===== src/rtl/lcd_pkg.sv =====
// Shared types and constants for the HD44780 write-only bus driver.
package lcd_pkg;

  typedef enum logic [2:0] {
    IDLE  = 3'd0,
    SETUP = 3'd1,
    PULSE = 3'd2,
    HOLD  = 3'd3,
    EXEC  = 3'd4
  } lcd_state_e;

  localparam logic [7:0] LCD_CMD_CLEAR   = 8'h01;
  localparam logic [7:0] LCD_CMD_HOME    = 8'h02;
  localparam int         LCD_CTRL_RS_BIT = 0;

  // Clear display and return home (0x02/0x03) need the long execution wait.
  function automatic logic lcd_is_long(input logic rs, input logic [7:0] data);
    return !rs && ((data == LCD_CMD_CLEAR) || (data[7:1] == LCD_CMD_HOME[7:1]));
  endfunction

endpackage


===== src/rtl/lcd_delay_counter.sv =====
// Loadable down-counter that stops at zero; times every phase of the write cycle.
module lcd_delay_counter #(
  parameter int WIDTH = 8
) (
  input  logic             clk,
  input  logic             rst_n,
  input  logic             load,
  input  logic [WIDTH-1:0] load_val,
  output logic [WIDTH-1:0] count,
  output logic             zero
);

  always_ff @(posedge clk or negedge rst_n) begin
    if (!rst_n)
      count <= '0;
    else if (load)
      count <= load_val;
    else if (count != '0)
      count <= count - WIDTH'(1);
  end

  assign zero = (count == '0);

endmodule


===== src/rtl/lcd_bus_driver.sv =====
// Turns a software enable edge into one timed HD44780 write plus execution wait,
// with a single-entry pending buffer for a command arriving while busy.
module lcd_bus_driver
  import lcd_pkg::*;
#(
  parameter int SETUP_CYCLES     = 2,
  parameter int PULSE_CYCLES     = 12,
  parameter int HOLD_CYCLES      = 2,
  parameter int EXEC_CYCLES      = 1850,
  parameter int LONG_EXEC_CYCLES = 76000
) (
  input  logic       clk,
  input  logic       rst_n,
  input  logic [7:0] lcd_data,
  input  logic [1:0] lcd_ctrl,
  input  logic       lcd_enable,
  output logic [7:0] lcd_db,
  output logic       lcd_rs,
  output logic       lcd_rw,
  output logic       lcd_e,
  output logic       busy,
  output logic       done,
  output logic       overrun
);

  localparam int CW = $clog2(LONG_EXEC_CYCLES + 1);
  localparam logic [CW-1:0] SETUP_LOAD = CW'(SETUP_CYCLES - 1);
  localparam logic [CW-1:0] PULSE_LOAD = CW'(PULSE_CYCLES - 1);
  localparam logic [CW-1:0] HOLD_LOAD  = CW'(HOLD_CYCLES - 1);
  localparam logic [CW-1:0] EXEC_LOAD  = CW'(EXEC_CYCLES - 1);
  localparam logic [CW-1:0] LONG_LOAD  = CW'(LONG_EXEC_CYCLES - 1);

  lcd_state_e    state, next_state;
  logic          en_q, req;
  logic [8:0]    req_cmd;
  logic          pend_valid, pend_valid_nxt;
  logic [8:0]    pend_cmd, pend_cmd_nxt;
  logic          cur_long;
  logic          load;
  logic [CW-1:0] load_val, cnt;
  logic          cnt_zero, next_cnt_zero;
  logic          launch, req_used, overrun_set;
  logic [8:0]    launch_cmd;
  logic          ctrl_unused;

  assign ctrl_unused = lcd_ctrl[1];
  assign req         = lcd_enable & ~en_q;
  assign req_cmd     = {lcd_ctrl[LCD_CTRL_RS_BIT], lcd_data};
  assign lcd_rw      = 1'b0;

  lcd_delay_counter #(.WIDTH(CW)) u_delay (
    .clk      (clk),
    .rst_n    (rst_n),
    .load     (load),
    .load_val (load_val),
    .count    (cnt),
    .zero     (cnt_zero)
  );

  // A request arriving on the final EXEC cycle with nothing pending is launched
  // directly, so it can never be parked in the buffer while the FSM goes idle.
  always_comb begin
    next_state     = state;
    load           = 1'b0;
    load_val       = '0;
    launch         = 1'b0;
    launch_cmd     = req_cmd;
    req_used       = 1'b0;
    pend_valid_nxt = pend_valid;
    pend_cmd_nxt   = pend_cmd;
    overrun_set    = 1'b0;

    case (state)
      IDLE: begin
        if (req) begin
          launch   = 1'b1;
          req_used = 1'b1;
        end
      end
      SETUP: begin
        if (cnt_zero) begin
          next_state = PULSE;
          load       = 1'b1;
          load_val   = PULSE_LOAD;
        end
      end
      PULSE: begin
        if (cnt_zero) begin
          next_state = HOLD;
          load       = 1'b1;
          load_val   = HOLD_LOAD;
        end
      end
      HOLD: begin
        if (cnt_zero) begin
          next_state = EXEC;
          load       = 1'b1;
          load_val   = cur_long ? LONG_LOAD : EXEC_LOAD;
        end
      end
      EXEC: begin
        if (cnt_zero) begin
          if (pend_valid) begin
            launch         = 1'b1;
            launch_cmd     = pend_cmd;
            pend_valid_nxt = 1'b0;
          end else if (req) begin
            launch   = 1'b1;
            req_used = 1'b1;
          end else begin
            next_state = IDLE;
          end
        end
      end
      default: next_state = IDLE;
    endcase

    if (launch) begin
      next_state = SETUP;
      load       = 1'b1;
      load_val   = SETUP_LOAD;
    end

    if (req && !req_used) begin
      if (!pend_valid_nxt) begin
        pend_valid_nxt = 1'b1;
        pend_cmd_nxt   = req_cmd;
      end else begin
        overrun_set = 1'b1;
      end
    end

    next_cnt_zero = load ? (load_val == '0) : (cnt <= CW'(1));
  end

  // Outputs are registered from the next-state view so they line up with the state.
  always_ff @(posedge clk or negedge rst_n) begin
    if (!rst_n) begin
      state      <= IDLE;
      en_q       <= 1'b1;
      pend_valid <= 1'b0;
      pend_cmd   <= '0;
      cur_long   <= 1'b0;
      lcd_db     <= '0;
      lcd_rs     <= 1'b0;
      lcd_e      <= 1'b0;
      busy       <= 1'b0;
      done       <= 1'b0;
      overrun    <= 1'b0;
    end else begin
      state      <= next_state;
      en_q       <= lcd_enable;
      pend_valid <= pend_valid_nxt;
      pend_cmd   <= pend_cmd_nxt;
      if (launch) begin
        lcd_rs   <= launch_cmd[8];
        lcd_db   <= launch_cmd[7:0];
        cur_long <= lcd_is_long(launch_cmd[8], launch_cmd[7:0]);
      end
      lcd_e   <= (next_state == PULSE);
      busy    <= (next_state != IDLE);
      done    <= (next_state == EXEC) && next_cnt_zero;
      overrun <= overrun | overrun_set;
    end
  end

endmodule

===== config.mk =====
export PLATFORM = sky130hd
export DESIGN_NAME = lcd_bus_driver
export DESIGN_NICKNAME = d
export VERILOG_FILES = /design/src/rtl/lcd_pkg.sv /design/src/rtl/lcd_delay_counter.sv /design/src/rtl/lcd_bus_driver.sv
export SDC_FILE = /design/constraint.sdc
export NUM_CORES = 1
export LEC_CHECK = 0
export BUFFER_PORTS_ARGS = -buffer_cell sky130_fd_sc_hd__buf_2
export CAP_MARGIN = 20
export CORE_MARGIN = 4
export CORE_UTILIZATION = 65
export CTS_BUF_LIST = sky130_fd_sc_hd__clkbuf_4
export DETAILED_ROUTE_END_ITERATION = 10
export GPL_TIMING_DRIVEN = 0
export PLACE_DENSITY = 0.86
export SETUP_SLACK_MARGIN = 0.05
export SLEW_MARGIN = 10
export SYNTH_ARGS = -nofsm -noshare
export SYNTH_HDL_FRONTEND = slang
export SYNTH_SLANG_ARGS = --single-unit

===== constraint.sdc =====
create_clock -name clk -period 4.2 [get_ports clk]
set_clock_uncertainty 0.15 [all_clocks]
set_input_delay 0.42 -clock clk [delete_from_list [all_inputs] [get_ports clk]]
set_output_delay 0.42 -clock clk [all_outputs]
set_load 0.1 [all_outputs]

# Yosys cells after proc, flatten, opt, wreduce, memory -nomap -nowiden
# Cells that the tools add are included.
# word_totals
register_bits	45
latchBits	0
ramBits	0
rom_bits	0
in_bits	13
out_inout_bits	14
wordCells	75
mem_count	0
# classes
add_sub_neg	1
multipliers	0
div	0
n_lt_le_gt_ge	1
eq_ne	8
n_shift	0
n_mux	35
n_bitwise	4
n_reduce_logical	14
# ops
cell	n
$mux 17	5
$pmux 17 s3	1
$logic_not 17->1	2
$mux 9	3
$mux 3	7
$le 17x1->1 const B	1
$reduce_bool 17->1	1
$sub 17x1->17 const B	1
$mux 1	15
$pmux 3 s5	1
$eq 3x2->1 const B	3
$eq 8x1->1 const B	1
$eq 7x1->1 const B	1
$eq 3x3->1 const B	2
$mux 4	1
$pmux 1 s2	2
$eq 3x1->1 const B	1
$logic_and 1x1->1	3
$logic_not 3->1	1
$reduce_bool 3->1	1
$reduce_or 3->1	1
$logic_not 1->1	2
$not 1->1	2
$reduce_and 2->1	1
other kinds (4)	4

# Longest topological paths before layout
# Gate-level depths: netlist (run 1).
# depth
ltp_word	10
ltp_mapped	8
depth_no_buf	7

# Hierarchy
# From an unflattened synthesis (run 1), not the netlist that was laid out.
# unflattened
cells_unflattened	234
area_unflattened_um2	2406.1
# modules_own_cells
mod	n_inst	cells_per_inst	area_per_inst_um2	seq_area_each_um2
lcd_bus_driver	1	125	1372.6	701.9
lcd_delay_counter	1	109	1033.5	425.4

# Worst setup path before layout (run 1)
# OpenSTA, ideal clock, no wires.
# synth_path
path_kind	register to register
startpoint	register u_delay.count[5]
endpoint	register pend_cmd[0]
setup_ps	125
t_arrival_ps	2373
t_required_ps	3925
setup_slack_ps	1552
stages_incl_launch_ff	8
n_path_buf	2
period_less_slack_ps	2648
cell_sequence	dfrtp_1 or4_4 buf_6 or4b_4 buf_6 nor3_4 o22ai_4 mux2_4
# synth_via
elab_chain_cells	6
word_cells_on_any_way	9
classes_between	mux: 4; bitwise: 1; reduce/logical: 4
# synth_rtl
item	line_no	text
start: declaration	lcd_delay_counter.sv:9	output logic [WIDTH-1:0] count,
start signal: assignment	lcd_delay_counter.sv:17	count <= load_val;
start signal: assignment	lcd_delay_counter.sv:19	count <= count - WIDTH'(1);
$logic_not 17->1 *	lcd_delay_counter.sv:22	assign zero = (count == '0);
$mux 1	lcd_bus_driver.sv:102	if (cnt_zero) begin
$pmux 1 s2	lcd_bus_driver.sv:73	case (state)
$logic_not 1->1	lcd_bus_driver.sv:124	if (req && !req_used) begin
$logic_and 1x1->1	lcd_bus_driver.sv:124	
$reduce_and 2->1 (no source line) *	n/a	
end signal: assignment	lcd_bus_driver.sv:154	pend_cmd <= pend_cmd_nxt;
end: declaration	lcd_bus_driver.sv:37	logic [8:0] pend_cmd, pend_cmd_nxt;
# Every way passes the cells marked *; elsewhere a longest branch is shown, timed or not.
# A chain may end at the register's enable or synchronous reset.

# Worst setup path after layout (run 1)
# layout_path
startpoint	register u_delay.count[7]
endpoint	register u_delay.count[16]
# layout_via
elab_chain_cells	5
word_cells_on_any_way	14
classes_between	add/sub: 1; mux: 10; reduce/logical: 3
# layout_rtl
item
parallel branches: the longest is 5 deep, another holds $sub 17x1->17
# Several ways; the timed one is not identified. The select of a mux whose other input is x is not followed.

==> metrics.txt, run 1 <==
outcome finished, final reports clean; Initial DRC Count 199; WL final 4840 um; Initial Utilization 0.692; most common cell in the synthesized netlist dfrtp_1; mapped cell area 0.00238 sq mm; Register Area 0.00113 sq mm; pwr dens 354 mW/mm^2; slowest CP cell or4_4; first-pass GRT wire length 7730 um; synth top area cells dfrtp_1 (46%), a21oi_1 (5.9%), mux2_4 (5.7%), mux2i_1 (4.6%), nand2_1 (3.0%); CTS max path bufs 2; Final Cycle Share 0.697; met2 Resource Use GR 0.349; Yosys top cell area share 0.462; number of max-cap violations 0; Clock Sink Count 45; # setup viols final 0; Crit path largest cell delay 0.53 ns; I/O pins 27; register area share after synthesis 0.473; hpwl dp 3390 um; fin nets 276; busiest grt layer met2; DRT antenna net count 0; Fmax 0.341 GHz; GP Congestion 0.901; DR WL/cell 15.8 um; share of cells above drive strength 1 0.234; fin util 0.760; max-slew violation count 0; GRT met3 Usage 0.0438; Num CTS Buffers 5; via count 1825; CP most frequent cell buf_6; FILL cells ~250; Post-CTS Resized 0; n_diodes 0; final hold viol count 0; Slew @ Worst Pin 0.963 ns; Multi-input gate area 0.00117 sq mm; crit path buf inv count 2; Crit path max-delay family simple AND/OR/NAND/NOR gates; Pre-antenna DRT Iters 4; Post-synth ARST share 1.00; CP max FO 10; Root Driver clkbuf_4; Worst EP required 4.31 ns; top cells by instance count after synthesis dfrtp_1 (44), a21oi_1 (28), nand2_1 (19), nor2_1 (12), o21ai_0 (12); Die Ht ~70 um; hold_buf cts 0; flops & latches, synth 45; grt ovf 0; Core Box Area 0.00344 sq mm; Startpoint Class register; top_reg_cell synth dfrtp_1; fin cells between 300 and 400; Sw Pwr 0.275 mW; FP Rows 21; Static Leakage 1.15 nW; vias per cell 5.94; initial antenna violation count 0; Int Pwr 0.651 mW; IO Port Bufs 24; CTS tree built; RSZ-0062 raised after global routing no; vias in the first global route 1657; yosys warns 0; Setup Total Neg Slack 0 ns; CP arrival 3.04 ns; die area 0.00470 sq mm; worst hold path type input port to register; GR Layer Usage met1 0.312; largest net degree at the start of global routing 46; Logic pwr share 0.183; global-route usage over all layers 0.223; Flop pwr share 0.595; clk_lat worst skew between 0.3 and 0.4 ns; final worst path period need 2.93 ns; critical path class register to register; Peak VDD IR 0.273 mV; Placed Cells incl. Taps 299; H-tree Lvls 2; clock share of power 0.222; Yosys cell types 46; Avg Cell Area, Syn 10.4 sq um; Post CTS Setup Buffer Count 0; Synth Net Count between 200 and 250; die width 68.6 um; drt drc 0; EDFF count, synth 0; area leader, netlist dfrtp_1; slew margin rel. 0.358; Sw Ratio 0.297; area delta synth->final 9.76%; Worst setup EP type register; clk slew on worst S/H paths between 0.1 and 0.15 ns; CP Cell Sequence or4_4 > buf_6 > or4b_4 > buf_6 > nor2_2 > nand4_1 > o31ai_1; Syn Inst Count approximately 230
## through the flow
stage	setup WS, ns	hold slack [ns]	cell area [sq um]	power, mW
after floorplan	1.55	-0.0256	2380	0.679
final	1.27	0.0166	2620	0.926
after global placement	1.31	0.300	2560	0.721
after detailed placement	1.31	0.308	2560	0.728
after global routing	1.15	0.00297	2620	0.981
after CTS	1.28	0.0103	2620	0.932
## power by group through the flow
stage                     Sequential [mW]  Combinational [mW]  Clock [mW]
after floorplan                     0.545               0.135           0
after global placement              0.556               0.165           0
after detailed placement            0.559               0.169           0
after CTS                           0.550               0.171       0.211
after global routing                0.562               0.189       0.230
final                               0.551               0.170       0.206
## cell usage in the layout, fill, tap and decap left out, types with 6 or more instances in the layout
cell type	netlist	routed
mux2_4	9	9
xor2_1	8	8
buf_2	2	26
nor2_1	12	12
nor4_1	9	9
nand2_1	19	19
mux2i_1	11	11
dfrtp_1	44	44
clkbuf_4	0	6
o21ai_0	12	12
a21oi_1	28	28
## path summary, 6_finish.rpt
kind	start	end	slack, ns	cells after the start
worst max-delay path	u_delay.count[7]	u_delay.count[16]	1.27	7
worst min-delay path	lcd_enable	en_q	0.02	1
worst max register to register	u_delay.count[7]	u_delay.count[16]	1.27	7
worst min register to register	overrun	overrun	0.34	1
max in group asynchronous	rst_n	lcd_db[0]	3.24	1
min in group asynchronous	rst_n	u_delay.count[0]	0.05	1
## routing by layer
| layer | vias up | share of wire |
|---|---|---|
| met2 | 48 | 0.47 |
| met4 | 0 | 0.014 |
| met3 | 7 | 0.043 |
| li1 | 890 | - |
| met5 | - | 0 |
| met1 | 880 | 0.47 |
## flip-flops by register name, indices dropped and copies added, names as in the netlist
register and count:
cur_long 1, busy 1, pend_cmd 9, lcd_db 8
lcd_e 1, u_delay.count 17, pend_valid 1, overrun 1
en_q 1, lcd_rs 1, state 3, done 1
## kinds of logic (layout without fill, tap and decap cells)
logic type	Yosys count	count (layout)	synth area share
AND/OR/NAND/NOR	76	76	0.184
AO/OA/AOI/OAI	58	58	0.146
flip-flops	45	45	0.473
multiplexers	21	21	0.108
buffers and inverters	15	47	0.0357
XOR/XNOR	10	10	0.0367
adder cells (fa/ha/maj)	3	3	0.0157
other	1	1	0.00157
## cell type report
| type | count | share of cell area |
|---|---|---|
| clock buffer | 6 | 0.0172 |
| timing repair buffer | 24 | 0.0459 |
| inverter | 4 | 0.00574 |
| tap | 46 | 0.0220 |
| buffer | 11 | 0.0268 |
| clock inverter | 2 | 0.00383 |
| multi-input combinational | 169 | 0.448 |
| sequential | 45 | 0.431 |
Power figures use the tool's default switching activity.
==> run 2, diff against run 1 <==
- ABC_AREA: unset -> 1
- CORE_UTILIZATION: 65 -> 61
- PLACE_DENSITY: 0.86 -> 0.81
- clock period: 4.2 -> 2.8 ns (I/O delays scaled with it)
==> run 2 against run 1 <==
Against the previous run: flip-flop and latch count unchanged; combinational power increased to 8.9 times the previous value; routed wire length rose by 15%; final cell count increased by 33%; global-route usage increased by 1.5 points; hold slack gained 0.22 ns; synthesized cell count grew 38%; worst setup slack got worse by 0.76 ns; critical endpoint is now u_delay.count[13]; core utilization is 0.65 points lower.
==> metrics.txt, run 2 <==
fin util 0.754 (-0.00646); Avg Cell Area, Syn 7.93 sq um (-24%); critical path class register to register; hpwl dp 3840 um (+13%); Fmax 0.437 GHz (+28%); crit path from u_delay.count[0]; CP arrival 2.39 ns (-0.65 ns); r2r setup slk 0.51 ns (-0.76 ns); H-tree Lvls 2 (unchanged); Initial Utilization 0.657 (-0.0350); n_diodes 0 (unchanged); Num CTS Buffers 5 (unchanged); die width 72.0 um (+5.0%); most common cell after layout, fill and taps aside nand2_1; Worst setup endpoint u_delay.count[13]; met3 WL 280 um (+36%); RSZ-0062 raised after global routing no; slew margin rel. 0.666 (+0.308); EDFF count, synth 0 (unchanged); Static Leakage 1.57 nW (+37%); WL final 5560 um (+15%); most common cell in the synthesized netlist nand2_1; Final Cycle Share 0.818 (+0.121); final hold viol count 0 (unchanged); IO Port Bufs 24 (unchanged); Pre-antenna DRT Iters 5 (+1); vias in the first global route 2132 (+29%); number of max-cap violations 0 (unchanged); register area share after synthesis 0.451 (-0.0216); CTS tree built; max FFs per register 17 (unchanged); final worst path period need 2.29 ns (-0.639 ns); Post CTS Setup Buffer Count 0 (unchanged); drt drc 0 (unchanged); Routed met2 length 2730 um (+20%); worst slack, placed 0.550 ns (-0.759 ns); Top Registers u_delay.count (17), pend_cmd (9), lcd_db (8); Setup Total Neg Slack 0 ns (unchanged); top routing layer used met4; largest net degree at the start of global routing 46 (unchanged); CTS max path bufs 2 (unchanged); Peak VDD IR 0.976 mV (+260%); Post-CTS Resized 0 (unchanged); max-slew violation count 0 (unchanged); Synth Net Count 331 (+35%); worst hold path type input port to asynchronous set/reset pin; M1 wire length 2410 um (+5.8%); I/O pins 27 (unchanged); fin nets 374 (+36%); Die Ht 72.0 um (+5.0%); FILL cells 292 (+16%); synth top area cells dfrtp_1 (44%), nand2_1 (13%), inv_1 (5.4%), nor2_1 (5.3%), a21oi_1 (2.8%); Top reg by flops u_delay.count; DRT antenna net count 0 (unchanged); Slew @ Worst Pin 0.501 ns (-0.462 ns); Worst EP required 2.90 ns (-1.41 ns); Yosys top cell area share 0.441 (-0.0211); Worst setup EP type register; area delta synth->final 14.6%; Yosys cell types 35 (-24%); first-pass GRT wire length 9630 um (+25%); top_reg_cell synth dfrtp_1; DR WL/cell 13.7 um (-13%); vias per cell 5.42 (-8.8%); fin cells 407 (+33%); Startpoint Class register; Clock Sink Count 45 (unchanged); mapped cell area 0.00250 sq mm (+4.8%); # setup viols final 0 (unchanged); Syn Inst Count 315 (+38%); clk_lat worst skew 0.37 ns (+0.02 ns); Worst R2R Path Depth 11 (+4); final worst slack 0.510 ns (-0.761 ns); GP Congestion 0.820 (-9.0%); pwr dens 982 mW/mm^2 (+180%); FF-to-FF End u_delay.count[13]; Core Box Area 0.00380 sq mm (+10%); FP Rows 22 (+4.8%); die area 0.00518 sq mm (+10%); Post-synth ARST share 1.00 (unchanged); grt ovf 0 (unchanged); area leader, netlist dfrtp_1; clk slew on worst S/H paths 0.13 ns (about the same); most frequent cells in the layout nand2_1 (89), dfrtp_1 (44), inv_1 (36), nor2_1 (35), buf_2 (26); top cells by instance count after synthesis nand2_1 (89), dfrtp_1 (44), inv_1 (36), nor2_1 (35), a21oi_1 (14); CP max FO 10 (unchanged); Initial DRC Count 157 (-21%); outcome finished, final reports clean; Root Driver clkbuf_4; Final Total Pwr 2.81 mW (+200%); via count 2206 (+21%); share of cells above drive strength 1 0.195 (-0.0387); initial antenna violation count 0 (unchanged); yosys warns 0 (unchanged); flops & latches, synth 45 (unchanged); Placed Cells incl. Taps 387 (+29%); Worst R2R Start u_delay.count[0]; global-route usage over all layers 0.238 (+0.0146)
[run 2: cell count changes after synthesis, moves of 9 or more]
cell	before	now
inv_1	4	36
nand4_1	2	11
mux2_4	9	0
nor4_1	9	0
a21oi_1	28	14
mux2i_1	11	0
nand2_1	19	89
nor2_1	12	35
o21ai_1	0	10
[run 2: metal layers]
metal / track usage / vias up
li1: - / 1075
met1: 0.298 / 1041
met2: 0.407 / 72
met3: 0.0499 / 18
met4: 0.0814 / 0
met5: 0 / -
[run 2: logic make-up (layout without fill, tap and decap cells)]
family | after synthesis | in the layout | synth area share
compound gates | 42 | 42 | 0.105
xor+xnor | 10 | 10 | 0.0351
fa+ha+maj | 3 | 3 | 0.0150
buf+inv | 49 | 93 | 0.0857
flops | 45 | 45 | 0.451
other cells | 1 | 1 | 0.00150
simple gates | 165 | 165 | 0.307
[run 2: layout make-up]
type | count | area [sq um] | share of cell area
Clock inverter | 2 | 10.0 | 0.00350
Inverter | 41 | 159 | 0.0555
Sequential cell | 45 | 1130 | 0.394
Tap cell | 48 | 60.1 | 0.0210
Buffer | 8 | 55.1 | 0.0192
Clock buffer | 6 | 45.0 | 0.0157
Timing Repair Buffer | 36 | 250 | 0.0874
Multi-Input combinational cell | 221 | 1160 | 0.404
[run 2: critical path: stages (launching register included)]
cell      delay, ns
dfrtp_1        0.40
inv_1          0.10
ha_1           0.25
nand3_4        0.12
nor2_8         0.06
nand2_4        0.13
clkinv_4       0.10
nand2_1        0.10
nand2_1        0.11
nor2_1         0.28
buf_2          0.29
a21oi_1        0.07
[run 2: what timing repair did]
action / 4_1_cts / 5_1_grt
hold buffers: 11 / 0
hold endpoints to repair: 54 / 0
setup endpoints to repair: 0 / 0
[run 2: per-stage QoR]
step | instance area, sq um | hold WS [ns]
after global placement | 2680 | 0.245
final | 2860 | 0.236
after floorplan | 2500 | -0.166
after CTS | 2840 | 0.342
after global routing | 2860 | 0.266
after detailed placement | 2680 | 0.248
[run 2: worst min-delay path by stage]
stage	startpoint	depth (start not counted)	slack (ns)	endpoint
after floorplan	rst_n	0	-0.17	busy
after global placement	lcd_enable	1	0.24	en_q
after detailed placement	lcd_enable	1	0.25	en_q
after CTS	overrun	1	0.34	overrun
after global routing	rst_n	2	0.27	u_delay.count[15]
final	rst_n	2	0.24	lcd_e
[run 2: power breakdown]
group	switching, mW	total (mW)	internal, mW	leakage (nW)
logic	1.12	1.51	0.389	1.01
registers	0.147	0.985	0.839	0.529
clock network	0.211	0.317	0.106	0.0354
==> run 3, diff against run 2 <==
- ABC_AREA: 1 -> 0
- CORE_UTILIZATION: 61 -> 54
- PLACE_DENSITY: 0.81 -> 0.76
- clock period: 2.8 -> 1.89 ns (I/O delays scaled with it)
==> run 3 against run 2 <==
Against the previous run: the flow now finishes with violations (setup timing); non-clock buffer count rose by 31; via count fell by 4.3%; final area rose by 13%; routed wire length rose by 14%; highest routed layer unchanged; worst setup slack got worse by 1.3 ns; power fell by 15%; global-route usage fell by 1.2 points; maximum frequency fell by 14%.
==> metrics.txt, run 3 (synthesis gave the netlist of run 1 again) <==
grt ovf 0 (unchanged); slew margin rel. 0.349 (-0.316); failing checks setup timing; die width 74.4 um (+3.4%); initial antenna violation count 0 (unchanged); vias per cell 6.01 (+11%); die area 0.00554 sq mm (+6.9%); hold path depth 4; vias in the first global route 1990 (-6.7%); Clock Sink Count 45 (unchanged); final worst slack -0.764 ns (-1.27 ns); drt drc 0 (unchanged); Worst EP required 2.03 ns (-0.87 ns); Final Total Pwr 2.40 mW (-15%); Multi-input gate area 0.00137 sq mm (+19%); IO Port Bufs 24 (unchanged); fin nets 316 (-16%); Initial DRC Count 199 (+27%); Slew @ Worst Pin 0.976 ns (+0.474 ns); worst hold path type input port to register; Initial Utilization 0.575 (-0.0823); H-tree Lvls 2 (unchanged); global-route usage over all layers 0.226 (-0.0117); Fmax 0.377 GHz (-14%); Root Driver clkbuf_4; critical path class register to register; Top Registers u_delay.count (17), pend_cmd (9), lcd_db (8); most frequent cells in the layout dfrtp_1 (44), buf_2 (24), a21oi_1 (23), buf_4 (21); via count 2111 (-4.3%); DR WL/cell 18.1 um (+32%); largest net degree at the start of global routing 46 (unchanged); Die Ht 74.4 um (+3.4%); Startpoint Class register; CP max FO 7 (-3); Peak VDD IR 0.619 mV (-37%); pwr dens 741 mW/mm^2 (-25%); Register Area 0.00113 sq mm (unchanged); clk slew on worst S/H paths 0.15 ns (+0.02 ns); share of cells above drive strength 1 0.419 (+0.224); Static Leakage 1.41 nW (-10%); # setup viols final 44 (+44); number of max-cap violations 0 (unchanged); outcome complete, but fails checks; RSZ-0062 raised after global routing yes; hpwl dp 3530 um (-8.0%); FP Rows 23 (+4.5%); final worst path period need 2.65 ns (+0.364 ns); GP Congestion 0.883 (+7.7%); clk_lat worst skew 0.39 ns (+0.02 ns); Num CTS Buffers 5 (unchanged); most common cell after layout, fill and taps aside dfrtp_1; max-slew violation count 0 (unchanged); I/O pins 27 (unchanged); WL final 6350 um (+14%); n_diodes 0 (unchanged); first-pass GRT wire length 9690 um (+0.57%); Top reg by flops u_delay.count; Final Cycle Share 1.40 (+0.586); Core Box Area 0.00414 sq mm (+9.1%); fin util 0.782 (+0.0281); Setup Total Neg Slack -28.00 ns (-28.00 ns); max FFs per register 17 (unchanged); Worst R2R Path Depth 8 (-3); CTS max path bufs 2 (unchanged); Worst setup EP type register; FILL cells 261 (-11%); final hold viol count 0 (unchanged); CTS tree built; Pre-antenna DRT Iters 5 (unchanged); CP arrival 2.79 ns (+0.40 ns); DRT antenna net count 0 (unchanged); area delta synth->final 35.9%
-- run 3: changes by cell type in the layout (fill, tap and decap cells not counted), sizes merged, moves of 10 or more --
cell,before,now
nor2,43,13
a21oi,14,28
mux2,0,10
nand2,95,19
mux2i,0,11
inv,40,4
o21ai,24,13
buf,31,59
-- run 3: path summary, 6_finish.rpt --
path,startpoint,endpoint,slack [ns]
max in group asynchronous,rst_n,u_delay.count[10],0.64
max reg2reg,u_delay.count[12],u_delay.count[16],-0.76
min in group asynchronous,rst_n,busy,0.33
min reg2reg,overrun,overrun,0.33
max,u_delay.count[12],u_delay.count[16],-0.76
min,lcd_enable,pend_valid,0.07
-- run 3: stage by stage --
| stage | worst slack [ns] | hold WS, ns | cell area [sq um] | cells |
|---|---|---|---|---|
| 2_1_floorplan | -0.691 | -0.257 | 2400 | 229 |
| 3_3_place_gp | -1.00 | 0.160 | 2580 | 303 |
| 5_1_grt | -0.813 | 0.122 | 3240 | 351 |
| 4_1_cts | -0.778 | 0.0710 | 2980 | 337 |
| 3_5_place_dp | -1.01 | 0.162 | 2580 | 303 |
| 6_report | -0.764 | 0.0736 | 3240 | 351 |
-- run 3: cell type report --
class,count,share of cell area
inverter,4,0.00463
buffer,10,0.0243
multi-input combinational,169,0.423
timing repair buffer,65,0.155
tap,50,0.0193
sequential,45,0.348
clock inverter,2,0.0120
clock buffer,6,0.0139
-- run 3: worst max-delay path: stages (launching register included) --
cell and delay, ns:
dfrtp_1 0.43, or4_4 0.57, or4b_4 0.52, buf_8 0.16, buf_6 0.12, nor2_4 0.21
nand4_1 0.16, buf_6 0.18, o31ai_4 0.06
-- run 3: repair_timing --
item / CTS / global route
gates resized for setup: 19 / 41
endpoints found under the hold margin: 61 / 0
endpoints found under the setup margin: 44 / 44
setup buffers: 14 / 15
gates cloned: 1 / 1
hold buffers: 11 / 0
pin swaps: 9 / 18
-- run 3: per-layer routing --
layer	vias to the layer above	track usage	wire [um]
li1	970	-	-
met1	1036	0.313	2700
met2	90	0.354	3130
met3	15	0.0324	388
met4	0	0.0968	127
met5	-	0	0
-- run 3: power by group --
part	leakage, nW	internal (mW)	total (mW)	switching [mW]
combinational	0.823	0.298	0.540	0.242
sequential	0.545	1.09	1.23	0.144
clock	0.0459	0.296	0.628	0.331
